==> src/rtl/uart_tx_if.sv <==
// uart_tx_if: byte write port of the UART transmitter.
//   i_Byte  - byte to transmit (producer -> transmitter)
//   i_valid - i_Byte is valid this cycle (producer -> transmitter)
//   o_ready - transmitter FIFO can take a byte (transmitter -> producer)
// A byte is transferred on a rising clock edge when i_valid && o_ready.
interface uart_tx_if;
    logic [7:0] i_Byte;
    logic       i_valid;
    logic       o_ready;

    modport master (output i_Byte, output i_valid, input  o_ready);
    modport slave  (input  i_Byte, input  i_valid, output o_ready);
endinterface

==> src/rtl/uart_tx.sv <==
// uart_tx: 8N1 UART transmitter, LSB first, fed through a small byte FIFO.
// Frames are sent back to back; the frame state encoding matches the
// companion receiver so the two can be compared on a debug bus.
//   clock      - system clock, all state updates on the rising edge
//   reset      - asynchronous, active-low reset
//   wr         - byte write port (uart_tx_if.slave: i_Byte, i_valid, o_ready)
//   serial_out - registered UART line, idles high
//   o_busy     - frame in progress or FIFO non-empty
//   o_done     - one-cycle pulse after each stop bit completes
//   o_level    - FIFO occupancy, 0..FIFO_DEPTH
//   state      - frame state (000 idle, 001 start, 010 data, 011 stop, 111 cleanup)
module uart_tx #(
    parameter int unsigned CLKS_PER_BIT = 868,
    parameter int unsigned FIFO_DEPTH   = 4
) (
    input  logic                          clock,
    input  logic                          reset,
    uart_tx_if.slave                      wr,
    output logic                          serial_out,
    output logic                          o_busy,
    output logic                          o_done,
    output logic [$clog2(FIFO_DEPTH):0]   o_level,
    output logic [2:0]                    state
);
    localparam int unsigned AW = $clog2(FIFO_DEPTH);
    localparam int unsigned CW = $clog2(CLKS_PER_BIT);

    typedef enum logic [2:0] {
        S_IDLE      = 3'b000,
        S_START_BIT = 3'b001,
        S_DATA_BITS = 3'b010,
        S_STOP_BIT  = 3'b011,
        S_CLEANUP   = 3'b111
    } state_t;

    state_t        state_q, state_d;
    logic [CW-1:0] clk_cnt_q, clk_cnt_d;
    logic [2:0]    bit_idx_q, bit_idx_d;
    logic [2:0]    bit_idx_nxt;
    logic [7:0]    shift_q, shift_d;
    logic          serial_d, done_d;
    logic          terminal;

    // FIFO: pointers carry one extra bit so full and empty are distinguishable
    logic [7:0]    mem [FIFO_DEPTH];
    logic [AW:0]   wr_ptr, rd_ptr;
    logic          full, empty, push, pop;

    assign empty      = (wr_ptr == rd_ptr);
    assign full       = (wr_ptr[AW] != rd_ptr[AW]) &&
                        (wr_ptr[AW-1:0] == rd_ptr[AW-1:0]);
    // Ready comes only from the pointer registers, so a same-cycle pop
    // never opens a slot for a push into a full FIFO.
    assign wr.o_ready = !full;
    assign push       = wr.i_valid && !full;
    assign o_level    = wr_ptr - rd_ptr;
    assign o_busy     = (state_q != S_IDLE) || !empty;
    assign state      = state_q;
    assign terminal   = (clk_cnt_q == CW'(CLKS_PER_BIT - 1));
    assign bit_idx_nxt = bit_idx_q + 3'd1;

    always_ff @(posedge clock or negedge reset) begin
        if (!reset) begin
            wr_ptr <= '0;
            rd_ptr <= '0;
        end else begin
            if (push) wr_ptr <= wr_ptr + 1'b1;
            if (pop)  rd_ptr <= rd_ptr + 1'b1;
        end
    end

    always_ff @(posedge clock) begin
        if (push) mem[wr_ptr[AW-1:0]] <= wr.i_Byte;
    end

    always_ff @(posedge clock or negedge reset) begin
        if (!reset) begin
            state_q    <= S_IDLE;
            clk_cnt_q  <= '0;
            bit_idx_q  <= '0;
            shift_q    <= '0;
            serial_out <= 1'b1;
            o_done     <= 1'b0;
        end else begin
            state_q    <= state_d;
            clk_cnt_q  <= clk_cnt_d;
            bit_idx_q  <= bit_idx_d;
            shift_q    <= shift_d;
            serial_out <= serial_d;
            o_done     <= done_d;
        end
    end

    always_comb begin
        state_d   = state_q;
        clk_cnt_d = clk_cnt_q;
        bit_idx_d = bit_idx_q;
        shift_d   = shift_q;
        serial_d  = serial_out;
        done_d    = 1'b0;
        pop       = 1'b0;
        case (state_q)
            S_IDLE: begin
                serial_d  = 1'b1;
                clk_cnt_d = '0;
                bit_idx_d = '0;
                if (!empty) begin
                    pop      = 1'b1;
                    shift_d  = mem[rd_ptr[AW-1:0]];
                    serial_d = 1'b0;
                    state_d  = S_START_BIT;
                end
            end
            S_START_BIT: begin
                if (terminal) begin
                    clk_cnt_d = '0;
                    serial_d  = shift_q[0];
                    bit_idx_d = '0;
                    state_d   = S_DATA_BITS;
                end else begin
                    clk_cnt_d = clk_cnt_q + 1'b1;
                end
            end
            S_DATA_BITS: begin
                if (terminal) begin
                    clk_cnt_d = '0;
                    if (bit_idx_q == 3'd7) begin
                        serial_d = 1'b1;
                        state_d  = S_STOP_BIT;
                    end else begin
                        bit_idx_d = bit_idx_nxt;
                        serial_d  = shift_q[bit_idx_nxt];
                    end
                end else begin
                    clk_cnt_d = clk_cnt_q + 1'b1;
                end
            end
            S_STOP_BIT: begin
                if (terminal) begin
                    clk_cnt_d = '0;
                    done_d    = 1'b1;
                    state_d   = S_CLEANUP;
                end else begin
                    clk_cnt_d = clk_cnt_q + 1'b1;
                end
            end
            S_CLEANUP: begin
                serial_d = 1'b1;
                state_d  = S_IDLE;
            end
            default: begin
                serial_d = 1'b1;
                state_d  = S_IDLE;
            end
        endcase
    end
endmodule

==> src/flat_wrapper.sv <==
// flat-port wrapper written by rule: the top's interface ports become plain ports
module uart_tx_flat 
#(
    parameter int unsigned CLKS_PER_BIT = 868,
    parameter int unsigned FIFO_DEPTH   = 4
)
  (clock, reset, serial_out, o_busy, o_done, o_level, state, wr_i_Byte, wr_i_valid, wr_o_ready);
  uart_tx_if wr_i ();
  input  logic clock;
  input  logic reset;
  output logic serial_out;
  output logic o_busy;
  output logic o_done;
  output logic [$clog2(FIFO_DEPTH):0] o_level;
  output logic [2:0] state;
  input wire logic [$bits(wr_i.i_Byte)-1:0] wr_i_Byte;
  input wire logic [$bits(wr_i.i_valid)-1:0] wr_i_valid;
  output wire logic [$bits(wr_i.o_ready)-1:0] wr_o_ready;
  assign wr_i.i_Byte = wr_i_Byte;
  assign wr_i.i_valid = wr_i_valid;
  assign wr_o_ready = wr_i.o_ready;
  uart_tx #(.CLKS_PER_BIT(CLKS_PER_BIT), .FIFO_DEPTH(FIFO_DEPTH)) u_core (.clock(clock), .reset(reset), .wr(wr_i), .serial_out(serial_out), .o_busy(o_busy), .o_done(o_done), .o_level(o_level), .state(state));
endmodule
==> config.mk <==
export PLATFORM = sky130hd
export DESIGN_NAME = uart_tx_flat
export DESIGN_NICKNAME = d
export VERILOG_FILES = /design/src/rtl/uart_tx_if.sv /design/src/rtl/uart_tx.sv /design/src/flat_wrapper.sv
export SDC_FILE = /design/constraint.sdc
export NUM_CORES = 1
export LEC_CHECK = 0
export BUFFER_PORTS_ARGS = -buffer_cell sky130_fd_sc_hd__buf_2
export CORE_AREA = 8 8 82 99
export CTS_CLUSTER_SIZE = 12
export DETAILED_ROUTE_END_ITERATION = 6
export DIE_AREA = 0 0 90 107
export GPL_TIMING_DRIVEN = 0
export PLACE_DENSITY_LB_ADDON = 0.12
export SLEW_MARGIN = 0
export SYNTH_ARGS = -nofsm -noshare
export SYNTH_HDL_FRONTEND = slang
export SYNTH_SLANG_ARGS = --single-unit
==> constraint.sdc <==
create_clock -name clock -period 2.5 [get_ports clock]
set_input_delay 0.5 -clock clock [delete_from_list [all_inputs] [get_ports clock]]
set_output_delay 0.5 -clock clock [all_outputs]
set_load 0.02 [all_outputs]
==> metrics.md, run 1 <==
| Metric | Value |
|---|---|
| Outcome | complete, no violations |
| Most frequent cells after synthesis | edfxtp_1, dfrtp_1, nor2_1 |
| Avg WL per Cell | 15.47 microns |
| Mapped Area | 0.002859 sq mm |
| Grt ovf | 0 |
| PD cells | 772.3 mW/mm^2 |
| Clock Sinks | 64 |
| Maximum VDD drop | 0.0004529 V |
| Critical path's largest stage delay | 0.44 ns |
| Buffers on Ports | 20 |
| Critical path, cell by cell | inv_1 > ha_1 > fa_1 > xnor2_1 > buf_2 |
| Startpoint Class | flip-flop |
| Initial DRC Count | 61 |
| Clk root buf | clkbuf_8 |
| Post-DP HPWL | 3468 microns |
| Hold buffers post-CTS | 0 |
| Period utilisation layout | 93.26% |
| Clock Skew | 0.006207 ns |
| Pin count of the biggest net entering global routing | 33 |
| Syn_area_per_cell | 14.97 sq um |
| H-Tree Level Count | 3 |
| Maximum clock frequency | 0.4289 GHz |
| Cell taking the most area after synthesis | edfxtp_1 |
| R2r setup slk | 0.22 ns |
| R2R cell count | 6 |
| Worst-path clk slew | 0.07 ns |
| Final setup vio count | 0 |
| WP buf/inv | 2 |
| HP Class | input pin to async pin |
| RR Startpoint | u_core.rd_ptr[1]$_DFFE_PN0P_ |
| Number of antenna diodes | 0 |
| Initial antenna violation count | 0 |
| Post-route DRC violation count | 0 |
| Critical setup path kind | flip-flop to primary output |
| Vias/cell | 5.146 |
| CTS tree | yes |
| RR Endpoint | u_core.mem[3][1]$_DFFE_PP_ |
| Slowest CP cell | fa_1 |
| Synth Flop Type | edfxtp_1 |
| Post_cts resized | 1 |
| IO Pins | 21 |
| CP Max Fanout | 4 |
| Nets | 244 |
| Cell variety after synth | 42 |
| Finished Layout Cells | 314 |
| Design area | 0.003241 sq mm |
| Drt pass-1 iters | 4 |
| Clock latency on the worst-skew pair | 0.33 ns |
| Final hold violation count | 0 |
| Initial Util | 43.28% |
| Core Footprint | 0.006606 sq mm |
| Num rows | 33 |
| Die footprint | 0.009630 sq mm |
| Area grow syn2layout | 13.35% |
| Synth Register Bits | 64 |
| Fin crit period | 2.331 ns |
| Slew margin rel. | 51.24% |
| Placed cell area | 0.003068 sq mm |
| Postcts setup bufs | 0 |
| Max-cap viol count | 0 |
| Number of synthesized flops with an enable pin | 32 |
| Yosys warning total | 0 |
| Routability-driven placement congestion ratio | 0.7750 |
| CTS buffer count | 9 |
| Placed instance count | 298 |
| Final ANT Viol Nets | 0 |
| LEAKAGE | 1.270 nW |
| DR vias | 1616 |
| Fin worst setup slack | 0.1685 ns |
| Worst setup EP type | primary output |
| Ys async rst share | 50.00% |
| Die Y-Extent | 107 microns |
| Max-slew violation count | 0 |
| Most numerous cell in the Yosys netlist | edfxtp_1 |
| Filler cell count | 611 |
| Unrepaired setup endpoints after global routing | false |
| Post-synth top area share | 33.61% |
| Critical path required time | 2.00 ns |
| CP arrival | 1.83 ns |
| Crit path launch | u_core.wr_ptr[0]$_DFFE_PN0P_ |
| First-pass GRT wire length | 8217 microns |
| Layout cell share with drive strength beyond 1 | 29.07% |
| Number of global-route vias before repair | 1704 |
| Syn Inst Count | 191 |
| Final wirelength | 4857 microns |
| Die W | 90 microns |
| Sequential fraction of the synthesis area | 61.66% |
| Slew @ Worst Pin | 0.7314 ns |
| Clock buffer depth | 2 |
| CP delay by family, top | adder cells |
| Pre-CTS WS | -0.03007 ns |
| Area contributors post-synth | edfxtp_1, dfrtp_1, mux4_2, ha_1, mux2_2 |
| Total track usage | 10.93% |
| Syn Nets | 213 |
layer usage:
| metal | up-vias | track usage (%) | part of all wire (%) |
|---|---|---|---|
| met1 | 815 | 11.49 | 43 |
| li1 | 768 | - | - |
| met2 | 22 | 19.13 | 52 |
| met4 | 0 | 6.794 | 2.5 |
| met3 | 11 | 3.075 | 2.9 |
| met5 | - | 0 | 0 |
logic make-up (layout without fill, tap and decap cells):
kind of cell,count (synthesis),in the layout,synth area share (%)
fa+ha+maj,12,12,5.470
flops,64,64,61.66
simple gates,50,50,9.716
compound gates,16,16,4.333
mux,21,21,12.17
xor+xnor,15,15,4.595
buf+inv,13,49,2.057
cells in the final DEF, fill, tap and decap left out, types with 4 or more instances in the layout:
master | netlist | routed
buf_2 | 2 | 22
o21ai_0 | 4 | 4
ha_1 | 10 | 10
inv_1 | 7 | 7
xnor2_1 | 9 | 9
nor2_1 | 14 | 14
and2_1 | 4 | 4
nand2_1 | 9 | 9
xor2_1 | 6 | 6
mux4_2 | 10 | 10
nor3_1 | 4 | 4
mux2_2 | 10 | 10
nand3_1 | 4 | 4
clkbuf_8 | 0 | 9
dfrtp_1 | 31 | 31
edfxtp_1 | 32 | 32
worst register-to-register path, cell delays in order (launching register included):
cell	delay [ns]
dfrtp_1	0.39
clkbuf_2	0.29
inv_1	0.08
ha_1	0.35
nand2_1	0.11
o21a_1	0.23
and2_1	0.47
where the power goes:
| part | total (mW) | internal (mW) | switching [mW] |
|---|---|---|---|
| Combinational | 0.454 | 0.163 | 0.291 |
| Sequential | 1.29 | 1.25 | 0.0437 |
| Clock | 0.758 | 0.358 | 0.400 |
| Total | 2.50 | 1.77 | 0.735 |
state kept, by name, summed over array words and instances, names as in the netlist:
register,flops
u_core.mem,32
u_core.clk_cnt_q,10
u_core.shift_q,8
u_core.bit_idx_q,3
u_core.rd_ptr,3
u_core.state,3
u_core.wr_ptr,3
u_core.o_done,1
u_core.serial_out,1
area by class of cell:
class / instances / area [sq um] / area share (%)
buffer: 6 / 33.78 / 1.042
clock buffer: 9 / 123.9 / 3.822
clock inverter: 7 / 47.55 / 1.467
inverter: 7 / 26.28 / 0.8108
multi-input combinational: 114 / 1037 / 32.01
sequential: 64 / 1763 / 54.40
tap: 87 / 108.9 / 3.359
timing repair buffer: 20 / 100.1 / 3.089
per-stage QoR:
stage	power (mW)	util [%]	hold slack, ns	setup TNS, ns
2_1_floorplan	1.615	-	0.2044	0
3_3_place_gp	1.750	46.44	0.4893	0
3_5_place_dp	1.778	46.44	0.4983	-0.3666
4_1_cts	2.546	49.05	0.2309	0
5_1_grt	2.643	49.05	0.2557	0
6_report	2.503	49.05	0.2124	0
worst max path at each step:
stage	endpoint	cells after the start
detailed placement	u_core.mem[3][4]$_DFFE_PP_	6
global placement	u_core.mem[3][4]$_DFFE_PP_	6
finish	o_level[2]	5
CTS	o_level[2]	5
floorplan	u_core.mem[3][0]$_DFFE_PP_	6
global route	u_core.mem[3][1]$_DFFE_PP_	6
Power figures use the tool's default switching activity.
==> run 2: changes to the inputs <==
ABC_AREA = 1   (was not set)
CORE_AREA = 8 8 85 102   (was 8 8 82 99)
DIE_AREA = 0 0 93 110   (was 0 0 90 107)
==> run 2 against run 1 <==
Net effect:
- die area rose by 6.2%
- via count increased by 26%
- sequential power is essentially flat
- highest routed layer unchanged
==> metrics.md, run 2 <==
| Metric | Value |
|---|---|
| Outcome | complete, no violations (unchanged) |
| Critical path depth | 7 (was 5) |
| Final ANT Viol Nets | 0 (unchanged) |
| Buffers on Ports | 20 (unchanged) |
| Die Y-Extent | 110 microns (was 107 microns) |
| Area grow syn2layout | 15.35% (was 13.35%) |
| Hold_ws | 0.2117 ns (was 0.2124 ns) |
| Critical path required time | 2.00 ns (about the same) |
| Max-slew violation count | 0 (unchanged) |
| Post-synth top area share | 31.27% (was 33.61%) |
| Synth Register Bits | 64 (unchanged) |
| RR Startpoint | u_core.rd_ptr[1]$_DFFE_PN0P_ (unchanged) |
| Period utilisation layout | 94.13% (was 93.26%) |
| Slew @ Worst Pin | 0.7162 ns (was 0.7314 ns) |
| R2r setup slk | 0.28 ns (was 0.22 ns) |
| PD cells | 790.9 mW/mm^2 (was 772.3 mW/mm^2) |
| Number of antenna diodes | 0 (unchanged) |
| Number of synthesized flops with an enable pin | 32 (unchanged) |
| Grt ovf | 0 (unchanged) |
| CP Max Fanout | 10 (was 4) |
| Num rows | 34 (was 33) |
| Die W | 93 microns (was 90 microns) |
| Final core occ | 50.19% (was 49.05%) |
| Total track usage | 12.49% (was 10.93%) |
| Synth Flop Type | edfxtp_1 (unchanged) |
| Clock latency on the worst-skew pair | 0.34 ns (was 0.33 ns) |
| Max-cap viol count | 0 (unchanged) |
| CTS buffer count | 9 (unchanged) |
| Area contributors post-synth | edfxtp_1, dfrtp_1, nor2_1, nand2_1, ha_1 (was edfxtp_1, dfrtp_1, mux4_2, ha_1, mux2_2) |
| Final wirelength | 5722 microns (was 4857 microns) |
| HP Class | input pin to async pin (unchanged) |
| Unrepaired setup endpoints after global routing | false (unchanged) |
| Most frequent cells in the layout | nor2_1, nand2_1, edfxtp_1 (was edfxtp_1, dfrtp_1, buf_2) |
| Critical path's largest stage delay | 0.42 ns (was 0.44 ns) |
| Layout cell share with drive strength beyond 1 | 23.74% (was 29.07%) |
| Pin count of the biggest net entering global routing | 33 (unchanged) |
| CP delay by family, top | buffers and inverters (was adder cells) |
| Post-route DRC violation count | 0 (unchanged) |
| Yosys warning total | 0 (unchanged) |
| Initial DRC Count | 54 (was 61) |
| Crit path capture | wr_o_ready (was o_level[2]) |
| Clock Skew | 0.009037 ns (was 0.006207 ns) |
| RR Endpoint | u_core.mem[2][6]$_DFFE_PP_ (was u_core.mem[3][1]$_DFFE_PP_) |
| Worst-path clk slew | 0.07 ns (about the same) |
| Syn Nets | 323 (was 213) |
| IO Pins | 21 (unchanged) |
| Fin crit period | 2.353 ns (was 2.331 ns) |
| Mapped Area | 0.003073 sq mm (was 0.002859 sq mm) |
| Maximum VDD drop | 0.0004223 V (was 0.0004529 V) |
| Vias/cell | 4.768 (was 5.146) |
| Slowest CP cell | dfrtp_1 (was fa_1) |
| Avg WL per Cell | 13.40 microns (was 15.47 microns) |
| Largest register FFs | 32 (unchanged) |
| Clock Sinks | 64 (unchanged) |
| First-pass GRT wire length | 9991 microns (was 8217 microns) |
| Postcts setup bufs | 0 (unchanged) |
| CTS tree | yes (unchanged) |
| Initial Util | 43.52% (was 43.28%) |
| Sequential fraction of the synthesis area | 57.37% (was 61.66%) |
| WP buf/inv | 4 (was 2) |
| Crit path launch | u_core.rd_ptr[1]$_DFFE_PN0P_ (was u_core.wr_ptr[0]$_DFFE_PN0P_) |
| Commonest non-fill, non-tap cell in the layout | nor2_1 (was edfxtp_1) |
| R2R cell count | 8 (was 6) |
| Final hold violation count | 0 (unchanged) |
| Critical path, cell by cell | buf_4 > inv_2 > ha_1 > nand2_1 > inv_1 > nand3_1 > buf_2 (was inv_1 > ha_1 > fa_1 > xnor2_1 > buf_2) |
| Slew margin rel. | 52.25% (was 51.24%) |
| Clk root buf | clkbuf_8 (unchanged) |
| Ys async rst share | 50.00% (unchanged) |
| CP arrival | 1.85 ns (was 1.83 ns) |
| Cell variety after synth | 32 (was 42) |
| Post-DP HPWL | 4190 microns (was 3468 microns) |
| Most frequent cells after synthesis | nor2_1, nand2_1, edfxtp_1, dfrtp_1, inv_1 (was edfxtp_1, dfrtp_1, nor2_1) |
| Initial antenna violation count | 0 (unchanged) |
| Drt pass-1 iters | 5 (was 4) |
| Number of global-route vias before repair | 2146 (was 1704) |
| Critical setup path kind | flip-flop to primary output (unchanged) |
| H-Tree Level Count | 3 (unchanged) |
| Routability-driven placement congestion ratio | 0.7589 (was 0.7750) |
| Worst setup EP type | primary output (unchanged) |
| Syn_area_per_cell | 10.21 sq um (was 14.97 sq um) |
| Die footprint | 0.01023 sq mm (was 0.009630 sq mm) |
| LEAKAGE | 1.472 nW (was 1.270 nW) |
| Clock buffer depth | 2 (unchanged) |
| Core Footprint | 0.007062 sq mm (was 0.006606 sq mm) |
| Nets | 354 (was 244) |
| DR vias | 2036 (was 1616) |
| Final setup vio count | 0 (unchanged) |
| Syn Inst Count | 301 (was 191) |
| Maximum clock frequency | 0.4250 GHz (was 0.4289 GHz) |
| Startpoint Class | flip-flop (unchanged) |
| Most numerous cell in the Yosys netlist | nor2_1 (was edfxtp_1) |
| Cell taking the most area after synthesis | edfxtp_1 (unchanged) |
[run 2: cell types whose count changed after synthesis, sizes merged, moves of 10 or more]
cell,previous run,this run
nand3,4,18
nand2,9,53
o21ai,4,25
inv,7,28
mux4,10,0
mux2,10,0
nor2,14,63
[run 2: cell families (layout without fill, tap and decap cells)]
group | Yosys count | count (layout) | synth area share (%)
AOI/OAI and AO/OA | 42 | 42 | 8.999
xor gates and xnor gates | 8 | 8 | 2.280
adders and majority gates | 11 | 11 | 4.723
buffers and inverters | 34 | 70 | 5.253
DFF | 64 | 64 | 57.37
and+or+nand+nor | 142 | 142 | 21.38
[run 2: how the worst min path moves through the flow]
stage	startpoint	to	slack (ns)
after floorplan	reset	u_core.bit_idx_q[0]$_DFFE_PN0P_	0.20
after global placement	u_core.bit_idx_q[1]$_DFFE_PN0P_	u_core.bit_idx_q[1]$_DFFE_PN0P_	0.48
after detailed placement	u_core.wr_ptr[2]$_DFFE_PN0P_	u_core.wr_ptr[2]$_DFFE_PN0P_	0.48
after CTS	reset	u_core.state[0]$_DFFE_PN0P_	0.23
after global routing	reset	u_core.rd_ptr[0]$_DFFE_PN0P_	0.27
final	reset	u_core.state[2]$_DFFE_PN0P_	0.21
[run 2: repair_timing]
action	CTS	global route
hold buffers	0	0
gates resized for setup	3	3
endpoints found under the setup margin	18	2
[run 2: through the flow]
step                      instance area, sq um  setup WS [ns]  cells  setup TNS (ns)  power [mW]
final                                     3545         0.1468    427               0       2.804
after CTS                                 3537        0.02003    427               0       2.839
after global routing                      3545        0.01810    427               0       2.950
after global placement                    3286       -0.01898    411         -0.2261       1.733
after detailed placement                  3286       -0.01066    411         -0.1003       1.747
after floorplan                           3073         0.3230    301               0       1.601
[run 2: final cells by class]
cell class | instances | area, sq um
repair buffers | 20 | 100.1
clock buffers | 10 | 127.6
well taps | 90 | 112.6
fillers | 685 | 3517
multi-input cells | 203 | 1161
flip-flops and latches | 64 | 1763
clock inverters | 6 | 116.4
plain buffers | 6 | 53.80
inverters | 28 | 110.1
[run 2: layer usage]
layer	routed length [microns]	up-vias	track usage (%)
met5	0	-	0
met4	106	0	6.920
met3	139	8	2.710
met2	2926	25	21.09
met1	2549	940	14.55
li1	-	1063	-
[run 2: report_power, final]
part	leakage [nW]	internal (mW)	switching [mW]
Clock	0.121	0.670	0.410
Sequential	0.690	1.25	0.0425
Combinational	0.660	0.139	0.296
Total	1.47	2.06	0.748
[run 2: worst register-to-register path, delay by kind of cell, from the launching register on]
kind | cells | cell delay [ns]
buf+inv | 3 | 0.44
simple gates | 4 | 0.74
fa+ha+maj | 1 | 0.27
flops | 1 | 0.42
==> run 3: changes to the inputs <==
CELL_PAD_IN_SITES_DETAIL_PLACEMENT = 1   (was not set)
CELL_PAD_IN_SITES_GLOBAL_PLACEMENT = 1   (was not set)
==> run 3 against run 2 <==
Net effect:
- non-clock buffer count is the same
- final area shrank 1.1%
- clock power shrank 17%
- first-iteration DRC count shrank 9.3%
- setup slack gained 0.0036 ns
- flip-flop and latch count is the same
- via count grew 4.1%
- critical path depth is the same
- die area is the same
- core utilization shrank 0.55 points
- clock skew shrank 0.0018 ns
- final cell count is the same
- critical path type unchanged
- critical endpoint unchanged
==> metrics.md, run 3 (synthesis results as in run 2) <==
| Metric | Value |
|---|---|
| Number of global-route vias before repair | 2366 (was 2146) |
| Critical path depth | 7 (unchanged) |
| R2R cell count | 8 (unchanged) |
| Unrepaired setup endpoints after global routing | false (unchanged) |
| Clock Skew | 0.007199 ns (was 0.009037 ns) |
| Final setup TNS | 0 ns (unchanged) |
| Clock buffer depth | 2 (unchanged) |
| CP arrival | 1.85 ns (about the same) |
| Clk root buf | clkbuf_8 (unchanged) |
| Num rows | 34 (unchanged) |
| Max-cap viol count | 0 (unchanged) |
| DR vias | 2120 (was 2036) |
| Startpoint Class | flip-flop (unchanged) |
| CP delay by family, top | buffers and inverters (unchanged) |
| Core Footprint | 0.007062 sq mm (unchanged) |
| Area grow syn2layout | 14.09% (was 15.35%) |
| Postcts setup bufs | 0 (unchanged) |
| Grt ovf | 0 (unchanged) |
| Critical path, cell by cell | buf_4 > inv_4 > ha_1 > nand2_1 > inv_1 > nand3_1 > buf_2 (was buf_4 > inv_2 > ha_1 > nand2_1 > inv_1 > nand3_1 > buf_2) |
| First-pass GRT wire length | 10980 microns (was 9991 microns) |
| Number of antenna diodes | 0 (unchanged) |
| Initial Util | 43.52% (unchanged) |
| Final wirelength | 6342 microns (was 5722 microns) |
| Drt pass-1 iters | 4 (was 5) |
| Final hold violation count | 0 (unchanged) |
| Critical setup path kind | flip-flop to primary output (unchanged) |
| Clock latency on the worst-skew pair | 0.35 ns (was 0.34 ns) |
| Commonest non-fill, non-tap cell in the layout | nor2_1 (unchanged) |
| Placed instance count | 411 (unchanged) |
| Pre-CTS WS | -0.04040 ns (was -0.01066 ns) |
| Finished Layout Cells | 427 (unchanged) |
| Pin count of the biggest net entering global routing | 33 (unchanged) |
| Post-DP HPWL | 4595 microns (was 4190 microns) |
| PD cells | 750.0 mW/mm^2 (was 790.9 mW/mm^2) |
| Die W | 93 microns (unchanged) |
| Maximum clock frequency | 0.4256 GHz (was 0.4250 GHz) |
| Die Y-Extent | 110 microns (unchanged) |
| Initial DRC Count | 49 (was 54) |
| Hold_ws | 0.2137 ns (was 0.2117 ns) |
| Worst setup EP type | primary output (unchanged) |
| Post_cts resized | 2 (was 3) |
| LEAKAGE | 1.444 nW (was 1.472 nW) |
| Avg WL per Cell | 14.85 microns (was 13.40 microns) |
| Slew @ Worst Pin | 0.7528 ns (was 0.7162 ns) |
| Buffers on Ports | 20 (unchanged) |
| Vias/cell | 4.965 (was 4.768) |
| Total chip power | 2.629 mW (was 2.804 mW) |
| Hold buffers post-CTS | 0 (unchanged) |
| Initial antenna violation count | 0 (unchanged) |
| Total track usage | 13.81% (was 12.49%) |
| Worst-path clk slew | 0.08 ns (was 0.07 ns) |
| Max-slew violation count | 0 (unchanged) |
| H-Tree Level Count | 3 (unchanged) |
| Final setup vio count | 0 (unchanged) |
| CP Max Fanout | 10 (unchanged) |
| Fin worst setup slack | 0.1505 ns (was 0.1468 ns) |
| Fin crit period | 2.350 ns (was 2.353 ns) |
| Routability-driven placement congestion ratio | 0.7475 (was 0.7589) |
| CTS buffer count | 9 (unchanged) |
| Nets | 354 (unchanged) |
| Period utilisation layout | 93.98% (was 94.13%) |
| HP Class | input pin to async pin (unchanged) |
| Largest register FFs | 32 (unchanged) |
| Post-route DRC violation count | 0 (unchanged) |
| Maximum VDD drop | 0.0006276 V (was 0.0004223 V) |
| Critical path's largest stage delay | 0.40 ns (was 0.42 ns) |
| Layout cell share with drive strength beyond 1 | 24.04% (was 23.74%) |
| IO Pins | 21 (unchanged) |
| Slew margin rel. | 49.81% (was 52.25%) |
| Most frequent cells in the layout | nor2_1, nand2_1, edfxtp_1 (unchanged) |
| CTS tree | yes (unchanged) |
| Final ANT Viol Nets | 0 (unchanged) |
| Die footprint | 0.01023 sq mm (unchanged) |
| Slowest CP cell | dfrtp_1 (unchanged) |
| Clock Sinks | 64 (unchanged) |
| Outcome | complete, no violations (unchanged) |
| WP buf/inv | 4 (unchanged) |
| Critical path required time | 2.00 ns (about the same) |
==> run 3: changes by cell type in the layout (fill, tap and decap cells not counted) <==
cell        previous run  this run
clkinvlp_4             0         3
clkbuf_1               1         0
bufinv_16              3         1
inv_4                  2         3
clkinv_4               2         1
inv_6                  1         2
inv_2                  2         1
==> run 3: final timing paths <==
kind                                                   end                         start  slack (ns)
max                                             wr_o_ready  u_core.rd_ptr[1]$_DFFE_PN0P_        0.15
min                            u_core.state[2]$_DFFE_PN0P_                         reset        0.21
max reg2reg                     u_core.mem[2][0]$_DFFE_PP_  u_core.rd_ptr[1]$_DFFE_PN0P_        0.28
min reg2reg                   u_core.wr_ptr[2]$_DFFE_PN0P_  u_core.wr_ptr[2]$_DFFE_PN0P_        0.51
max in group asynchronous  u_core.clk_cnt_q[8]$_DFFE_PN0P_                         reset        1.80
min in group clock              u_core.mem[1][7]$_DFFE_PP_                  wr_i_Byte[7]        0.36
==> run 3: cell type report <==
cell class | instances | area (sq um)
Fill cell | 818 | 3556
Timing Repair Buffer | 20 | 100.1
Buffer | 6 | 53.80
Inverter | 28 | 112.6
Sequential cell | 64 | 1763
Tap cell | 90 | 112.6
Clock buffer | 9 | 123.9
Multi-Input combinational cell | 203 | 1161
Clock inverter | 7 | 78.83
==> run 3: power by group <==
group          total [mW]  internal [mW]  switching [mW]
registers            1.29           1.25          0.0429
logic               0.445          0.140           0.305
clock network       0.895          0.468           0.427
total                2.63           1.85           0.775
==> run 3: metal layers <==
| metal | vias to the layer above | GRT usage (%) | wire length, microns |
|---|---|---|---|
| li1 | 1062 | - | - |
| met1 | 1032 | 14.76 | 2739 |
| met2 | 20 | 25.00 | 3349 |
| met3 | 6 | 3.997 | 173 |
| met4 | 0 | 5.767 | 79 |
| met5 | - | 0 | 0 |
==> run 3: through the flow <==
step | utilization [%] | cell area, sq um
final | 49.65 | 3506
after global routing | 49.65 | 3506
after CTS | 49.47 | 3493
after detailed placement | 46.53 | 3286
after global placement | 46.53 | 3286
after floorplan | - | 3073
